## config.mk

```make
export PLATFORM = sky130hd
export DESIGN_NAME = maze_collision_unit
export DESIGN_NICKNAME = d
export VERILOG_FILES = /design/src/rtl/maze_pkg.sv /design/src/rtl/clk_counter.sv /design/src/rtl/maze_collision_unit.sv
export SDC_FILE = /design/constraint.sdc
export NUM_CORES = 1
export LEC_CHECK = 0
export BUFFER_PORTS_ARGS = -buffer_cell sky130_fd_sc_hd__buf_2
export CAP_MARGIN = 10
export CORE_ASPECT_RATIO = 1.1
export CORE_MARGIN = 3
export CORE_UTILIZATION = 30
export CTS_BUF_LIST = sky130_fd_sc_hd__clkbuf_2
export CTS_CLUSTER_DIAMETER = 120
export DETAILED_ROUTE_END_ITERATION = 6
export RECOVER_POWER = 25
export SYNTH_ARGS = -nofsm -noshare
export SYNTH_HDL_FRONTEND = slang
export SYNTH_SLANG_ARGS = --single-unit
export TNS_END_PERCENT = 1
```

## constraint.sdc

```tcl
create_clock -name clk -period 3 [get_ports clk]
set_input_delay 0.3 -clock clk [delete_from_list [all_inputs] [get_ports clk]]
set_output_delay 0.3 -clock clk [all_outputs]
set_load 0.01 [all_outputs]
```

## src/rtl/maze_pkg.sv

```systemverilog
// maze_pkg: headings, play-field geometry and the constant wall map for maze sprites
package maze_pkg;
  localparam logic [1:0] DIR_UP = 2'd0;
  localparam logic [1:0] DIR_DOWN = 2'd1;
  localparam logic [1:0] DIR_LEFT = 2'd2;
  localparam logic [1:0] DIR_RIGHT = 2'd3;
  localparam int SCR_W = 640;
  localparam int SCR_H = 480;
  localparam int SPRITE = 16;
  localparam int TILE_SHIFT = 4;
  localparam int MAP_ROWS = SCR_H >> TILE_SHIFT;
  localparam int MAP_COLS = SCR_W >> TILE_SHIFT;
  // bit c of a row pattern is column c; the map is borders plus a bar on row 15, cols 10..29
  localparam logic [39:0] FULL_ROW = '1;
  localparam logic [39:0] SIDE_ROW = 40'h80_0000_0001;
  localparam logic [39:0] BAR_ROW = 40'h80_3FFF_FC01;
  function automatic logic wall_at(input logic [4:0] row, input logic [5:0] col);
    logic [39:0] r;
    r = (row == 5'd0 || row == 5'(MAP_ROWS - 1)) ? FULL_ROW : row == 5'd15 ? BAR_ROW : SIDE_ROW;
    return (row >= 5'(MAP_ROWS) || col >= 6'(MAP_COLS)) ? 1'b1 : r[col];
  endfunction
endpackage

```

## src/rtl/clk_counter.sv

```systemverilog
// clk_counter: free-running 32-bit divider; consumers tap individual bits as slow clocks
module clk_counter (
  input  logic        clk,
  input  logic        rst,
  output logic [31:0] count
);
  always_ff @(posedge clk)
    if (!rst) count <= '0;
    else count <= count + 32'd1;
endmodule

```

## src/rtl/maze_collision_unit.sv

```systemverilog
// maze_collision_unit: registered legality of a one-pixel sprite step against the maze walls
module maze_collision_unit
  import maze_pkg::*;
(
  input  logic        clk,
  input  logic        rst,
  input  logic [9:0]  PacX,
  input  logic [8:0]  PacY,
  input  logic [1:0]  state,
  output logic        result,
  output logic [31:0] clkdiv
);
  localparam int S = SPRITE - 1;
  logic [10:0] nx, ax, bx;
  logic [9:0] ny, ay, by;
  logic under, blocked;
  assign nx = state == DIR_LEFT ? {1'b0, PacX} - 11'd1 : state == DIR_RIGHT ? {1'b0, PacX} + 11'd1 : {1'b0, PacX};
  assign ny = state == DIR_UP ? {1'b0, PacY} - 10'd1 : state == DIR_DOWN ? {1'b0, PacY} + 10'd1 : {1'b0, PacY};
  assign under = (state == DIR_LEFT && PacX == '0) || (state == DIR_UP && PacY == '0);
  // probe a and b are the two corners on the leading edge of the next box
  assign ax = state == DIR_RIGHT ? nx + 11'(S) : nx;
  assign ay = state == DIR_DOWN ? ny + 10'(S) : ny;
  assign bx = state == DIR_LEFT ? nx : nx + 11'(S);
  assign by = state == DIR_UP ? ny : ny + 10'(S);
  assign blocked = under || ax >= 11'(SCR_W) || bx >= 11'(SCR_W) || ay >= 10'(SCR_H) || by >= 10'(SCR_H)
                   || wall_at(ay[8:4], ax[9:4]) || wall_at(by[8:4], bx[9:4]);
  always_ff @(posedge clk)
    if (!rst) result <= 1'b0;
    else result <= ~blocked;
  clk_counter u_div (.clk(clk), .rst(rst), .count(clkdiv));
endmodule

```

==> impl_metrics.ini <==
[worst_setup_path]
reg2reg_from = u_div.count[3]
cp_max_fo = 4
r2r_end = u_div.count[31]
timing.critical_path.mode_cell = ha_1
worst_setup_path_end_kind = flop
crit_chain = buf_2 -> inv_1 -> ha_1 -> xnor2_1 -> mux2i_1 -> ha_1 -> o2111a_1 -> o21ai_0 -> a211oi_1 -> o311ai_0 -> o2111ai_1 -> nor4_2
slowest_delay_ps = 510
criticalPathCategory = in2reg
worst_r2r_path_depth = 9
critPathRequiredTime_ps = 3270
critPathArrivalTime_ps = 3010
r2r_setup_slack_ps = 590
critPathLaunchType = input pin
cp_slowest_cell = o311ai_0

[synthesis]
synth_edf_count = 0
async_reset_ff_frac = 0
ys_types = 68
avgSynthCellArea_sq_um = 7.53
yosys_warnings = 0
synth_ff_type = dfxtp_1
synth_nets = 483
postSynthCellCount = 451
syn_area_sq_mm = 0.00340
synth-seq-cells = 33
seq_area_frac_synth = 0.195

[pwr]
p_sw_frac = 0.343
combPwrFrac = 0.358
finalPower_w = 0.00103
power_frac_seq = 0.436
peakVddDrop_uv = 134
leakage_nw = 1.72
net-switching-power_w = 0.000351
clock_power_share = 0.206
power_density_mw_per_mm2 = 244
p_int_w = 0.000674

[cts]
h-tree-depth = 2
ctsLongestPathBuffers = 2
cts-buffers-inserted = 5
clk_latency_ps = 360
cts_sinks = 33
cts_tree = yes
cts_setup_buffers = 0
cts-root-buf = clkbuf_2
clk_pin_slew_ps = 150

[finish]
fin_nets = 579
design_area_sq_mm = 0.00421
final_cells = 695
syn_to_final_growth_pct = 23.8
fillCellCount = 1183
drive_gt1_frac = 0.223
antenna_cells = 0
final_util = 0.382
mostFrequentLayoutCell = buf_4
final_cell_mix = 53 x buf_4, 44 x buf_2, 41 x xnor2_1, 36 x nand2_1

[status]
outcome = finished clean

[timing]
max_slew.worst_pin.slew_ps = 1090
holdWs_ps = 495
final_max_slew_viol_count = 0
rsz0062_at_grt = no
fin_crit_sh = 0.914
final.min_clock_period_ps = 2740
finalHoldViolCount = 0
setup_viol = 0
max-slew-margin-rel = 0.271
clock.fmax_mhz = 365
fin_skew_ps = 15.9

[drt]
vias_per_cell = 5.36
route.met3.wl_um = 559
ant_nets = 0
vias = 3728
maxUsedRoutingLayer = met4
wl_met2_mm = 4.56
drc = 0
first_iter_violations = 235
wl_met1_mm = 4.38
routedWlPerCell_um = 13.9
drt_wl_total_mm = 9.65
drtPass1Iterations = 4

[placed_design]
globalplace.congestion = 0.925
dp_cells = 687
port_buffers = 55
postPlaceCellArea_sq_mm = 0.00417
hpwl_mm = 7.80

[hold_path]
hold_depth = 1
hold_start = u_div.count[0]
hold_class = reg2reg
min_to = u_div.count[0]

[die]
start_util = 0.308
ios = 56
die_h_um = 118
dieWidth_um = 107
die_area_sq_mm = 0.0126
core_sq_mm = 0.0110
rows = 40

[global_route]
grt_pass1_vias = 3550
globalRouteOverflowTotal = 0
grt_pass1_wl_mm = 16.3
grt.total_usage = 0.149
antenna_found_initial = 0
grt_max_degree = 34

[flow_run]
drv_cap = 0
==> metrics by stage <==
stage                     TNS [ps]  setup slack (ps)
after floorplan                  0              44.0
after global routing             0              27.9
after CTS                        0               284
after detailed placement      -115              -115
after global placement       -44.4             -44.4
final                            0               259
==> logic make-up (layout without fill, tap and decap cells) <==
family                     Yosys count  count (layout)  share of synthesized area
AOI/OAI and AO/OA                   90              90                      0.192
and+or+nand+nor                    225             225                      0.374
DFF                                 33              33                      0.195
xor gates and xnor gates            52              52                      0.136
adders and majority gates            9               9                     0.0332
muxes                               10              10                     0.0306
buffers and inverters               32             129                     0.0391
==> how the worst max path moves through the flow <==
stage            start  endpoint  slack (ps)  depth (start not counted)
2_1_floorplan  PacX[0]    result          40                         13
3_5_place_dp   PacX[0]    result        -120                         12
6_report       PacX[0]    result         260                         12
3_3_place_gp   PacX[0]    result         -40                         12
5_1_grt        PacX[0]    result          30                         12
4_1_cts        PacX[0]    result         280                         12
==> power by group through the flow <==
stage	clock, W	sequential [W]	combinational (W)
6_report	0.000211	0.000448	0.000367
5_1_grt	0.000237	0.000449	0.000406
4_1_cts	0.000225	0.000448	0.000364
3_5_place_dp	0	0.000457	0.000363
3_3_place_gp	0	0.000456	0.000358
2_1_floorplan	0	0.000458	0.000224
==> registers in the layout (all words and copies together), names as in the netlist <==
name / count
result: 1
u_div.count: 32
==> per-layer routing <==
layer / track usage / vias up
li1: - / 1868
met1: 0.193 / 1719
met2: 0.257 / 121
met3: 0.0230 / 20
met4: 0.0355 / 0
met5: 0 / -
==> cells in the mapped netlist, drive strengths merged (2+ instances only) <==
library cell | count | area share
or3 | 12 | 0.022
mux2 | 3 | 0.0099
nand4 | 17 | 0.031
nor2 | 27 | 0.030
nor4 | 4 | 0.014
and2 | 32 | 0.059
o21a | 4 | 0.0088
o22ai | 5 | 0.0092
a211o | 2 | 0.0052
o21ai | 15 | 0.022
nand2 | 36 | 0.040
inv | 12 | 0.013
clkbuf | 13 | 0.014
buf | 6 | 0.010
and4 | 4 | 0.010
or4 | 5 | 0.012
a22o | 2 | 0.0052
dfxtp | 33 | 0.19
xnor2 | 41 | 0.11
a31oi | 4 | 0.0074
a32oi | 2 | 0.0052
and3 | 13 | 0.024
or2 | 2 | 0.0037
nor3 | 22 | 0.034
nor2b | 4 | 0.0074
nand2b | 3 | 0.0055
o2111ai | 4 | 0.010
a21oi | 12 | 0.018
ha | 9 | 0.033
o2bb2ai | 2 | 0.0052
mux2i | 7 | 0.021
o31ai | 2 | 0.0044
a2111oi | 3 | 0.0077
nor4b | 5 | 0.017
xor2 | 11 | 0.031
a21boi | 6 | 0.013
a211oi | 6 | 0.013
nor3b | 3 | 0.0066
nand3 | 33 | 0.049
o211ai | 3 | 0.0066
a41oi | 3 | 0.0077
==> area by class of cell <==
| cell class | count | area, sq um | share of cell area |
|---|---|---|---|
| inverter | 13 | 48.8 | 0.0116 |
| timing repair buffer | 108 | 659 | 0.157 |
| sequential | 33 | 661 | 0.157 |
| tap | 147 | 184 | 0.0437 |
| clock buffer | 8 | 40.0 | 0.00952 |
| multi-input combinational | 386 | 2610 | 0.621 |
==> critical path: cells and delay by family <==
| family | cells | cell delay (ps) |
|---|---|---|
| mux | 1 | 120 |
| compound gates | 5 | 1430 |
| buf+inv | 2 | 150 |
| simple gates | 1 | 280 |
| fa+ha+maj | 2 | 530 |
| xor+xnor | 1 | 200 |
==> repair_timing <==
item                                    in CTS  in global routing
endpoints found under the setup margin       0                  1
gates resized for setup                      0                  1
hold buffers                                 0                  0
(Power assumes the default switching activity.)
